$ cat src/rtl/envelope_generator.sv
// ADSR envelope generator: selects one oscillator wavetable output and scales it by a
// gate-driven amplitude envelope, emitting one sample per audio generation tick.
module envelope_generator #(
    parameter int NUM_WAVETABLES  = 3,
    parameter int AUDIO_BIT_WIDTH = 24,
    parameter int ENV_WIDTH       = 16,
    parameter int TICK_DIVIDE     = 1041
) (
    input  logic                                   clock_50_000_000,
    input  logic                                   reset_l,
    input  logic                                   gate,
    input  logic [(NUM_WAVETABLES > 1 ? $clog2(NUM_WAVETABLES) : 1)-1:0] wave_select,
    input  logic [NUM_WAVETABLES-1:0][AUDIO_BIT_WIDTH-1:0] waves,
    input  logic [ENV_WIDTH-1:0]                   attack_step,
    input  logic [ENV_WIDTH-1:0]                   decay_step,
    input  logic [ENV_WIDTH-1:0]                   sustain_level,
    input  logic [ENV_WIDTH-1:0]                   release_step,
    output logic                                   osc_clear,
    output logic [AUDIO_BIT_WIDTH-1:0]             sample,
    output logic                                   sample_valid,
    output logic                                   active
);

    localparam logic [2:0] ST_IDLE    = 3'd0;
    localparam logic [2:0] ST_ATTACK  = 3'd1;
    localparam logic [2:0] ST_DECAY   = 3'd2;
    localparam logic [2:0] ST_SUSTAIN = 3'd3;
    localparam logic [2:0] ST_RELEASE = 3'd4;

    localparam int CNT_WIDTH  = (TICK_DIVIDE > 1) ? $clog2(TICK_DIVIDE) : 1;
    localparam int PROD_WIDTH = AUDIO_BIT_WIDTH + ENV_WIDTH + 1;
    localparam logic [CNT_WIDTH-1:0] TICK_LAST = CNT_WIDTH'(TICK_DIVIDE - 1);
    localparam logic [ENV_WIDTH-1:0] LEVEL_MAX = '1;

    logic [2:0]                  state, state_next;
    logic [ENV_WIDTH-1:0]        level, level_next;
    logic [CNT_WIDTH-1:0]        tick_cnt;
    logic                        gate_q;
    logic                        tick, rise, fall, release_req;
    logic [ENV_WIDTH:0]          attack_sum, decay_diff, release_diff;
    logic [AUDIO_BIT_WIDTH-1:0]  wave_word, scaled;
    logic signed [PROD_WIDTH-1:0] product;

    assign tick         = (tick_cnt == TICK_LAST);
    assign rise         = gate & ~gate_q;
    assign fall         = ~gate & gate_q;
    assign release_req  = fall && (state == ST_ATTACK || state == ST_DECAY || state == ST_SUSTAIN);

    // one extra bit so carries/borrows are visible before saturating
    assign attack_sum   = {1'b0, level} + {1'b0, attack_step};
    assign decay_diff   = {1'b0, level} - {1'b0, decay_step};
    assign release_diff = {1'b0, level} - {1'b0, release_step};

    always_comb begin
        state_next = state;
        level_next = level;
        if (rise) begin
            state_next = ST_ATTACK;
        end else if (release_req) begin
            state_next = ST_RELEASE;
        end else if (tick) begin
            case (state)
                ST_ATTACK: begin
                    if (attack_step == '0 || attack_sum >= {1'b0, LEVEL_MAX}) begin
                        level_next = LEVEL_MAX;
                        state_next = ST_DECAY;
                    end else begin
                        level_next = attack_sum[ENV_WIDTH-1:0];
                    end
                end
                ST_DECAY: begin
                    if (decay_step == '0 || decay_diff[ENV_WIDTH] ||
                        decay_diff[ENV_WIDTH-1:0] <= sustain_level) begin
                        level_next = sustain_level;
                        state_next = ST_SUSTAIN;
                    end else begin
                        level_next = decay_diff[ENV_WIDTH-1:0];
                    end
                end
                ST_SUSTAIN: level_next = sustain_level;
                ST_RELEASE: begin
                    if (release_step == '0 || release_diff[ENV_WIDTH] ||
                        release_diff[ENV_WIDTH-1:0] == '0) begin
                        level_next = '0;
                        state_next = ST_IDLE;
                    end else begin
                        level_next = release_diff[ENV_WIDTH-1:0];
                    end
                end
                ST_IDLE:    level_next = '0;
                default: begin
                    level_next = '0;
                    state_next = ST_IDLE;
                end
            endcase
        end
    end

    always_comb begin
        wave_word = '0;
        if (int'(wave_select) < NUM_WAVETABLES) begin
            wave_word = waves[wave_select];
        end
    end

    assign product = $signed(wave_word) * $signed({1'b0, level});
    assign scaled  = AUDIO_BIT_WIDTH'(product >>> ENV_WIDTH);

    always_ff @(posedge clock_50_000_000 or negedge reset_l) begin
        if (!reset_l) begin
            state        <= ST_IDLE;
            level        <= '0;
            tick_cnt     <= '0;
            gate_q       <= 1'b0;
            sample       <= '0;
            sample_valid <= 1'b0;
            osc_clear    <= 1'b0;
            active       <= 1'b0;
        end else begin
            tick_cnt     <= tick ? '0 : tick_cnt + 1'b1;
            gate_q       <= gate;
            state        <= state_next;
            level        <= level_next;
            osc_clear    <= rise;
            sample_valid <= tick;
            // active follows the registered state, so it lags the IDLE entry by a cycle
            active       <= (state != ST_IDLE);
            if (tick) begin
                sample <= scaled;
            end
        end
    end

endmodule

$ cat config.mk
export PLATFORM = sky130hd
export DESIGN_NAME = envelope_generator
export DESIGN_NICKNAME = d
export VERILOG_FILES = /design/src/rtl/envelope_generator.sv
export SDC_FILE = /design/constraint.sdc
export NUM_CORES = 1
export LEC_CHECK = 0
export CELL_PAD_IN_SITES_DETAIL_PLACEMENT = 1
export CELL_PAD_IN_SITES_GLOBAL_PLACEMENT = 2
export CORE_MARGIN = 2
export CORE_UTILIZATION = 41
export CTS_BUF_LIST = sky130_fd_sc_hd__clkbuf_8
export DETAILED_ROUTE_END_ITERATION = 8
export PLACE_DENSITY = 0.93
export REMOVE_ABC_BUFFERS = 1
export SYNTH_ARGS = -nofsm -noshare
export SYNTH_HDL_FRONTEND = slang
export SYNTH_SLANG_ARGS = --single-unit
$ cat constraint.sdc
create_clock -name clock_50_000_000 -period 18.2 [get_ports clock_50_000_000]
set_clock_uncertainty 0.1 [all_clocks]
set_input_delay 2.73 -clock clock_50_000_000 [delete_from_list [all_inputs] [get_ports clock_50_000_000]]
set_output_delay 2.73 -clock clock_50_000_000 [all_outputs]
set_load 0.05 [all_outputs]
After elaboration in Yosys (flattened, before gate mapping)
Index checks and enable logic that the tools add are counted.

storage, ports and cells
  flip-flop bits (word level) = 58
  bits in latches = 0
  memory bits (writable) = 0
  ROM bits = 0
  output and inout bits = 27
  word-level logic and storage cells = 65
  memories kept = 0

operators by class
  $add $sub $neg = 4
  $mul = 1
  divide/modulo/power cells = 0
  magnitude comparators = 4
  equality and inequality tests = 9
  shifts and indexed selects = 0
  multiplexer cells = 15
  bitwise gates (word level) = 6
  reductions and logical operators = 18

operators by type and width
  kind                     count
  $logic_not A16 Y1        4
  $pmux W16 S4             1
  $bmux W24 S2             1
  $mux W16                 3
  $mux W24                 2
  $mul A24 B17 Y40         1
  $sub A16 B16 Y17         2
  $mux W3                  6
  $add A16 B16 Y17         1
  $ge A17 B16 Y1 const B   1
  $le A16 B16 Y1           1
  $pmux W3 S4              1
  $add A11 B1 Y11 const B  1
  $eq A11 B11 Y1 const B   1
  $mux W11                 1
  $ne A4 B3 Y1 const B     2
  $logic_or A1 B1 Y1       7
  $eq A3 B2 Y1 const B     2
  $reduce_bool A3 Y1       2
  $reduce_and A5 Y1        1
  $ne A4 B4 Y1 const B     1
  $not A1 Y1               4
  $eq A3 B1 Y1 const B     1
  $eq A3 B3 Y1 const B     1
  other kinds (8)          9

Depth between registers and ports, before layout
  depth after elaboration = 8
  gate-level depth with buffers = 30
  depth with buffers taken out = 27

Least setup slack after synthesis
No wires, ideal clock.

  path type = input -> register
  start = input port wave_select[0] (netlist name)
  end = register sample[23]
  setup time = 0.133 ns
  data arrival time = 9.578 ns
  slack = 8.389 ns
  stages = 25
  cell sequence = clkbuf_1 -> buf_1 -> mux2i_1 -> o21ai_0 -> clkbuf_1 -> nand2_1 -> fa_1 -> inv_1 -> fa_1 -> fa_1 -> fa_1 -> fa_1 -> inv_1 -> fa_1 -> inv_1 -> ha_1 -> a2111oi_0 -> o21ai_0 -> a221o_1 -> a221o_1 -> nor3_1 -> o311ai_0 -> a31oi_1 -> xnor2_1 -> o21ai_0

between the ends
  word-level cells in the longest chain between the ends = 4
  elaborated cells between the ends (all ways) = 5
  those cells by class = 1 x mul; 1 x order compare; 3 x mux

ends and longest elaborated chain
  item                            line  RTL
  from (decl)                     12    input logic [(NUM_WAVETABLES > 1 ? $clog2(NUM_WAVETABLES) : 1)-1:0] wave_select,
  $bmux W24 S2                    102   wave_word = waves[wave_select];
  $mux W24 (implied by the code)  102
  $mux W24 (*)                    101   if (int'(wave_select) < NUM_WAVETABLES) begin
  $mul A24 B17 Y40 (*)            106   assign product = $signed(wave_word) * $signed({1'b0, level});
  to (signal assigned)            129   sample <= scaled;
  to (decl)                       19    output logic [AUDIO_BIT_WIDTH-1:0] sample,

Mark *: on every way between the ends. The rest lies on a longest branch, timed or not. The select of a mux whose other input is x is not followed.
A chain may end at the register's enable or synchronous reset.

Worst setup path in the final report
  start = input port wave_select[1] (netlist name)
  end = register sample[23]

Same word-level chain as after synthesis.

==> summary.md <==
| Metric | Value |
|---|---|
| Outcome | finished, final reports clean |
| Die W | 223.3 microns |
| Net Sw Frac | 0.3740 |
| Top cells by area, synth | fa_1 (38%), ha_1 (10%), inv_1 (9.7%) |
| Top-area cell type share of the netlist area | 0.3788 |
| Internal power | 0.2767 mW |
| H-tree lvl count | 3 |
| Port Buffers | roughly 170 |
| Synthesized area per cell | 8.519 sq um |
| Final min period | approximately 11 ns |
| Starting DRT DRC Count | roughly 800 |
| Antenna violations before repair | 1 |
| Total Wirelength | approximately 66 mm |
| First-pass GRT wire length | about 110 mm |
| Ports | 168 |
| Leak | 11.34 nW |
| Total clock sinks | 58 |
| Critical path data arrival time | 11.38 ns |
| CTS Buf Count | 9 |
| P&R area growth vs syn | 13.40% |
| Worst-Margin Slew | 1.279 ns |
| Number of max-cap violations | 0 |
| Hold Fails Final Rpt | 0 |
| Placed instance area | 22130 sq um |
| Fill cells | 5638 |
| Final Wtd Congestion | 0.9146 |
| Number of global-route vias before repair | 19243 |
| Required time worst endpoint | 18.32 ns |
| Busiest layer in global routing | met2 |
| Sequential share of the synthesized area | 0.07362 |
| Ys flop type | dfrtp_1 |
| Final number of max-transition violations | 0 |
| Post-route ant nets | 0 |
| CTS tree | built |
| Crit share post-route | 0.6186 |
| Clock transition at path regs | 0.08 ns |
| Most frequent cells in the layout | inv_1 (509), fa_1 (373), nand2_1 (333), clkdlybuf4s50_1 (166), ha_1 (162) |
| Total grt overflow | 0 |
| Vias | ~17000 |
| Design area | 22360 sq um |
| Core ar. | 47650 sq um |
| Setup tns final | 0 ns |
| Fmax | 88.82 MHz |
| ANT cells | 0 |
| Tot GR Track Use | 0.2749 |
| Logic pwr share | 0.349 |
| Post-Syn Area | 19710 sq um |
| DRC Markers | 0 |
| Psw | approximately 0.17 mW |
| Layout cell share with drive strength beyond 1 | 0.03760 |
| Die area | between 40000 and 50000 sq um |
| Starting Density | 0.4138 |
| Crit-path max FO | 26 |
| Post-synth EDFFs | 0 |
| DRT Pass-1 Iters | 6 |
| Async set or reset register ratio after synthesis | 1.000 |
| Root buf cell | clkbuf_8 |
| Worst setup SP type | input port |
| Commonest non-fill, non-tap cell in the layout | inv_1 |
| PD cells | 19.77 nW/um^2 |
| Post-synth top area cell | fa_1 |
| Setup crit end kind | register |
| Count of cell types in the netlist | 77 |
| Clk Latency, worst-skew pair | 0.38 ns |
| Reg2reg path depth | 22 |
| Post_cts resized | 0 |
| Clock Power Share | 0.349 |
| Worst hold path depth | 2 |
| Met3 usage | 0.03266 |
| Wire length per cell | between 20 and 25 microns |
| Vert. Die Dim | 223.3 microns |
| Register share of total power | 0.301 |
| Via density | around 5.5 |
| CP Class | in2reg |
| Cts-stage hold buffer count | 0 |
| Setup violators final | 0 |
| Setup WS pre-CTS | around 6.6 ns |
| Pin count of the biggest net entering global routing | 59 |
| Post-DP HPWL | 53.27 mm |
| Max-slew headroom | 0.1419 |
| Yosys warns | 0 |
| Unrepaired setup endpoints after global routing | false |
| CTS Buffer Depth | 2 |
| Routing usage on met1 | 0.3478 |
| Setup bufs post-CTS | 0 |
| Worst min path class | reg2reg |
| Post-Syn Instances | between 2000 and 2500 |
| Final setup margin | 6.942 ns |
| Routing usage on met2 | 0.4908 |
| VDD IR max | 34.09 uV |
| Yosys reg bits | 58 |
| NumNets Final | about 3100 |
| FP Rows | 80 |
flip-flops by register name (all words and copies together), names as in the netlist:
name	flops
tick_cnt	11
active	1
sample	24
sample_valid	1
gate_q	1
state	3
osc_clear	1
level	16
kinds of logic (layout without fill, tap and decap cells):
group           count (synthesis)  in the layout  synth area share
flops                          58             58           0.07362
compound gates                324            324            0.1097
buf+inv                       597            730            0.1137
fa+ha+maj                     535            535            0.4816
xor+xnor                       69             69           0.03066
mux                            41             41           0.02164
simple gates                  690            690            0.1691
worst max-delay path: stages:
cell and delay, ns:
clkdlybuf4s50_1 0.46, buf_4 0.27, nor2b_1 0.62, buf_4 0.31, nand2_1 0.07, o21ai_1 0.66, and2_1 0.37, fa_1 0.51
inv_1 0.22, fa_1 0.47, inv_1 0.11, fa_1 0.47, fa_1 0.55, fa_1 0.52, inv_1 0.05, fa_1 0.48
inv_1 0.05, ha_1 0.36, a2111oi_0 0.38, o21ai_0 0.18, a221o_1 0.35, a221o_1 0.34, nor3_1 0.13, o311ai_0 0.21
a31oi_1 0.27, xnor2_1 0.15, o21ai_0 0.08
final cells by class:
type,instances,area (sq um),share of cell area
Timing Repair Buffer,206,1959,0.08765
Sequential cell,58,1455,0.06509
Tap cell,615,769.5,0.03442
Clock inverter,5,77.57,0.003470
Multi-Input combinational cell,1659,16040,0.7173
Clock buffer,11,151.4,0.006772
Inverter,508,1907,0.08530
Yosys cell counts (6+ instances only):
cell / instances
and2_1: 154
a21o_1: 21
nand2_1: 333
o31ai_1: 10
o21ai_0: 86
clkbuf_1: 84
nor3_1: 15
and3_1: 14
o211ai_1: 10
a31oi_1: 15
nor2b_1: 9
xnor2_1: 40
xor2_1: 29
a22oi_1: 13
nor3b_1: 6
ha_1: 162
o21a_1: 13
mux2i_1: 28
o21bai_1: 6
nor2_1: 61
fa_1: 373
inv_1: 508
nand3_1: 35
nand4_1: 9
nor4_1: 21
mux2_2: 13
dfrtp_1: 58
a21oi_1: 64
a211oi_1: 19
power groups by stage:
stage                     clock network (mW)  logic (mW)  registers (mW)
after global routing                   0.159       0.166           0.133
after detailed placement                   0       0.152           0.135
after CTS                              0.156       0.153           0.133
final                                  0.154       0.154           0.133
after floorplan                            0      0.0650           0.136
after global placement                     0       0.148           0.135
final timing paths:
check | startpoint | slack [ns] | to
min in group asynchronous | reset_l | 2.41 | sample[16]
worst min register to register | sample[3] | 0.39 | sample[3]
worst min-delay path | sample[3] | 0.39 | sample[3]
worst max-delay path | wave_select[1] | 6.94 | sample[23]
worst max register to register | level[8] | 10.76 | sample[19]
max in group asynchronous | reset_l | 14.98 | level[10]
metal layers:
metal	share of wire	vias up	wire [microns]
li1	-	7511	-
met1	0.41	8663	26850
met2	0.51	504	33580
met3	0.053	133	3509
met4	0.033	2	2185
met5	0.00020	-	13
through the flow:
stage               hold slack, ns  total power, mW  cells  utilization
floorplan                   0.3536           0.2014   2225            -
global placement            0.3661           0.2837   3046       0.4644
detailed placement          0.3776           0.2877   3046       0.4644
CTS                         0.4012           0.4423   3062       0.4692
global route                0.4179           0.4578   3062       0.4692
finish                      0.3913           0.4419   3062       0.4692
Power figures use the tool's default switching activity.
==> RTL edit 1, RTL diff (same flow settings) <==
The parameter `ENV_WIDTH` goes from 16 to 20.
--- a/src/rtl/envelope_generator.sv
+++ b/src/rtl/envelope_generator.sv
@@ -4,5 +4,5 @@
     parameter int NUM_WAVETABLES  = 3,
     parameter int AUDIO_BIT_WIDTH = 24,
-    parameter int ENV_WIDTH       = 16,
+    parameter int ENV_WIDTH       = 20,
     parameter int TICK_DIVIDE     = 1041
 ) (
Ports: changed (resized attack_step, decay_step, release_step and sustain_level); port bits go from 168 to 184. No check against the original RTL was run, so the function may have changed too.
==> RTL edit 1 against the unedited design <==
Setup slack got worse by 0.22 ns; wire length grew 23%; cell area grew 23%; total power rose by 4.2%; via count grew 21%; die area up 25%; critical path depth up 3; sequential cell count rose by 4; area after synthesis up 25%; critical endpoint is now sample[20].
==> RTL edit 1: results (changes against the unedited design) <==
metric,value,unit,change
place_congestion,0.896,,was 0.915
ir_worst_vdd,0.0343,mV,was 0.0341 mV
cts.clk_slew.worst_paths,0.11,ns,was 0.08 ns
clock_latency,0.46,ns,was 0.38 ns
grt_max_degree,63,,was 59
layout.nets,3788,,was 3118
antenna_found_initial,0,,was 1
hold_path_end,sample[11],,was sample[3]
rr_worst_depth,22,,unchanged
leakage,13.9,nW,was 11.3 nW
worst_pin_slew,1.16,ns,was 1.28 ns
yosysSeqAreaShare,6.29,%,was 7.36%
synth_area_leaders,"fa_1 (40%), ha_1 (9.9%), inv_1 (9.0%)",,"was fa_1 (38%), ha_1 (10%), inv_1 (9.7%)"
r2r_setup_slack,9.93,ns,was 10.76 ns
drive_gt1_share,3.32,%,was 3.76%
outcome,"complete, no violations",,unchanged
grt_pass1_wl,131,mm,was 106 mm
synth_top_flop_cell,dfrtp_1,,unchanged
preCtsSetupSlack,6.25,ns,was 6.57 ns
switching_share,43.7,%,was 37.4%
rr_endpoint,sample[20],,was sample[19]
ys_types,75,,was 77
avgSynthCellArea,8.69,um^2,was 8.52 um^2
groute.usage.overall,27.1,%,was 27.5%
cpPeakStageDelay,1.11,ns,was 0.66 ns
reg2reg_from,level[6],,was level[8]
reg_top3,"sample x24, level x20, tick_cnt x11",,"was sample x24, level x16, tick_cnt x11"
crit_fanout,26,,unchanged
portBuffers,183,,was 167
cp_slowest_cell,clkdlybuf4s50_1,,was o21ai_1
placed_cells,3711,,was 3046
synthTopCellsByCount,"inv_1 (588), fa_1 (487), nand2_1 (300)",,"was inv_1 (508), fa_1 (373), nand2_1 (333)"
drt-vias-per-instance,5.47,,was 5.49
crit_arrival,11.77,ns,was 11.38 ns
drt_iter0_drc,1086,,was 804
detail_route.wl_per_cell,21.8,um,was 21.6 um
grt_pass1_vias,23548,,was 19243
hold_path_startpoint,sample[11],,was sample[3]
postPlaceCellArea,27300,um^2,was 22100 um^2
-- RTL edit 1: cell types whose count changed after synthesis, moves of 18 or more --
cell,delta
clkbuf_1,+31
a21o_1,+28
nand2_1,-33
and2_1,+131
a21oi_1,+18
o21ai_0,+22
ha_1,+33
fa_1,+114
inv_1,+80
-- RTL edit 1: final cells by class --
class                      instances  area (um^2)
fill                            7018        31800
multi-input combinational       2058        20400
inverter                         588         2210
timing repair buffer             230         2180
sequential                        62         1550
tap                              773          967
clock buffer                       9          124
clock inverter                     7         63.8
-- RTL edit 1: per-layer routing --
layer	share of wire (%)	track usage, %	up-vias
met4	3.4	9.35	0
met3	4.7	3.21	145
met5	0	0	-
met2	50	47.9	512
li1	-	-	9108
met1	42	34.3	10630
-- RTL edit 1: cell families after synthesis --
| kind of cell | synth area share, % |
|---|---|
| XOR/XNOR | 2.77 |
| AND/OR/NAND/NOR | 17.3 |
| multiplexers | 1.77 |
| buffers and inverters | 11.0 |
| flip-flops | 6.29 |
| AO/OA/AOI/OAI | 11.4 |
| adder cells (fa/ha/maj) | 49.4 |
-- RTL edit 1: power by group through the flow --
stage	Clock (mW)	Sequential (mW)	Combinational (mW)
3_3_place_gp	0	0.145	0.165
3_5_place_dp	0	0.145	0.170
2_1_floorplan	0	0.146	0.0704
5_1_grt	0.153	0.143	0.185
6_report	0.145	0.143	0.173
4_1_cts	0.150	0.143	0.171
-- RTL edit 1: worst max-delay path by stage --
stage	start	cells past startpoint	slack, ns	to
after global placement	wave_select[1]	31	6.55	sample[21]
after floorplan	wave_select[1]	23	7.61	sample[22]
after detailed placement	wave_select[1]	30	6.25	sample[21]
after global routing	wave_select[1]	31	6.29	sample[21]
final	wave_select[1]	30	6.72	sample[20]
after CTS	wave_select[1]	30	6.76	sample[21]
==> RTL edit 2, RTL diff (config.mk and constraints unchanged) <==
Made on the original files. Make the reset (`reset_l`) synchronous in one clocked block.
--- a/src/rtl/envelope_generator.sv
+++ b/src/rtl/envelope_generator.sv
@@ -107,5 +107,5 @@
     assign scaled  = AUDIO_BIT_WIDTH'(product >>> ENV_WIDTH);
 
-    always_ff @(posedge clock_50_000_000 or negedge reset_l) begin
+    always_ff @(posedge clock_50_000_000) begin
         if (!reset_l) begin
             state        <= ST_IDLE;
Function: differs if reset_l is asserted again (counterexample within 4 cycles, from zero or initial values and one cycle with reset_l low); with reset_l held inactive, the same outputs for 10 cycles.
==> RTL edit 2 against the unedited design <==
Wire length decreased by 5.9%; area after synthesis down 1.1%; sequential cell count stayed put; setup slack improved by 0.36 ns; total power down 8.1%; sequential share of layout area is 1.2 points lower; cell area fell by 1.0%; register-to-register slack lost 0.08 ns; critical path type unchanged; highest routed layer is now met4.
==> RTL edit 2: results (changes against the unedited design) <==
metric,value,unit,change
portBuffers,167,,unchanged
postPlaceCellArea,21900,um^2,was 22100 um^2
clock_latency,0.38,ns,about the same
cts_made_buffers,9,,unchanged
firstDrtPassIters,5,,was 6
crit_family,compound AO/OA/AOI/OAI gates,,was adder cells
crit_fanout,26,,unchanged
wl_met3,2.05,mm,was 3.51 mm
worst_pin_slew,1.28,ns,about the same
synthTopCellsByCount,"inv_1 (519), fa_1 (373), nand2_1 (331)",,"was inv_1 (508), fa_1 (373), nand2_1 (333)"
synth_top_flop_cell,dfxtp_1,,was dfrtp_1
outcome,"complete, no violations",,unchanged
grt_util_met2,49.0,%,was 49.1%
cp_slowest_cell,o21ai_1,,unchanged
antenna_found_initial,2,,was 1
groute.usage.overall,26.4,%,was 27.5%
dp_hpwl,51.0,mm,was 53.3 mm
clk_root_buffer_cell,clkbuf_8,,unchanged
drt-total-wl,62.3,mm,was 66.1 mm
cts_buffer_depth,2,,unchanged
synth_area_leaders,"fa_1 (38%), ha_1 (10%), inv_1 (10%)",,"was fa_1 (38%), ha_1 (10%), inv_1 (9.7%)"
top_layer,met4,,was met5
placed_cells,3064,,was 3046
r2r_setup_slack,10.68,ns,was 10.76 ns
wl_met2,32.3,mm,was 33.6 mm
drive_gt1_share,3.44,%,was 3.76%
preCtsSetupSlack,6.91,ns,was 6.57 ns
post_cts_resize_count,0,,unchanged
grt_pass1_vias,19318,,was 19243
yosysWarningCount,0,,unchanged
use_met1,30.7,%,was 34.8%
use_met3,2.81,%,was 3.27%
synth_cells,2341,,was 2314
cts.clk_slew.worst_paths,0.08,ns,about the same
yosysSeqAreaShare,5.96,%,was 7.36%
htree_levels,3,,unchanged
fmax,91.8,MHz,was 88.8 MHz
place_congestion,0.902,,was 0.915
ir_worst_vdd,0.0298,mV,was 0.0341 mV
cpPeakStageDelay,1.01,ns,was 0.66 ns
grt_max_degree,32,,was 59
final_cells,3081,,was 3062
leakage,11.0,nW,was 11.3 nW
min_path_type,register to register,,unchanged
whs,0.356,ns,was 0.391 ns
ys_types,73,,was 77
async_flop_share,0,%,was 100%
wl_met1,25.3,mm,was 26.9 mm
drt_iter0_drc,786,,was 804
crit_arrival,11.05,ns,was 11.38 ns
post_cts.repair.setup_buffers,0,,unchanged
grt_pass1_wl,102,mm,was 106 mm
drt-vias-per-instance,5.42,,was 5.49
## RTL edit 2: kinds of logic after synthesis
group / share of synthesized area (%)
and+or+nand+nor: 17.6
xor gates and xnor gates: 3.05
muxes: 2.09
buffers and inverters: 11.9
AOI/OAI and AO/OA: 10.8
adders and majority gates: 48.7
DFF: 5.96
## RTL edit 2: path summary, 6_finish.rpt
| check | depth (start not counted) | start | endpoint |
|---|---|---|---|
| setup / recovery | 26 | wave_select[0] | sample[23] |
| hold / removal | 2 | sample[15] | sample[15] |
| setup reg to reg | 23 | level[5] | sample[23] |
| hold reg to reg | 2 | sample[15] | sample[15] |
## RTL edit 2: where the power goes
part | switching (mW) | internal [mW]
Sequential | 0.00152 | 0.128
Combinational | 0.0772 | 0.0565
Clock | 0.0652 | 0.0779
Total | 0.144 | 0.262
## RTL edit 2: worst register-to-register path, cell delays in order, from the launching register on
cell      delay (ns)
dfxtp_1         0.64
buf_4           0.43
and2_1          0.24
fa_1            0.39
inv_1           0.08
fa_1            0.44
fa_1            0.52
inv_1           0.06
fa_1            0.44
fa_1            0.51
inv_1           0.05
fa_1            0.47
inv_1           0.04
ha_1            0.34
a21o_1          0.18
a21o_1          0.17
a211o_1         0.29
a31oi_1         0.14
o21ai_0         0.29
a22oi_1         0.76
o221ai_1        0.28
a31oi_1         0.28
xnor2_1         0.15
o21ai_0         0.09
## RTL edit 2: layout make-up
| type | count | area, um^2 |
|---|---|---|
| clock inverters | 7 | 101 |
| repair buffers | 209 | 1980 |
| flip-flops and latches | 58 | 1160 |
| clock buffers | 9 | 124 |
| well taps | 607 | 759 |
| multi-input cells | 1670 | 16000 |
| inverters | 520 | 1950 |
| diodes | 1 | 2.50 |
| fillers | 5644 | 24600 |
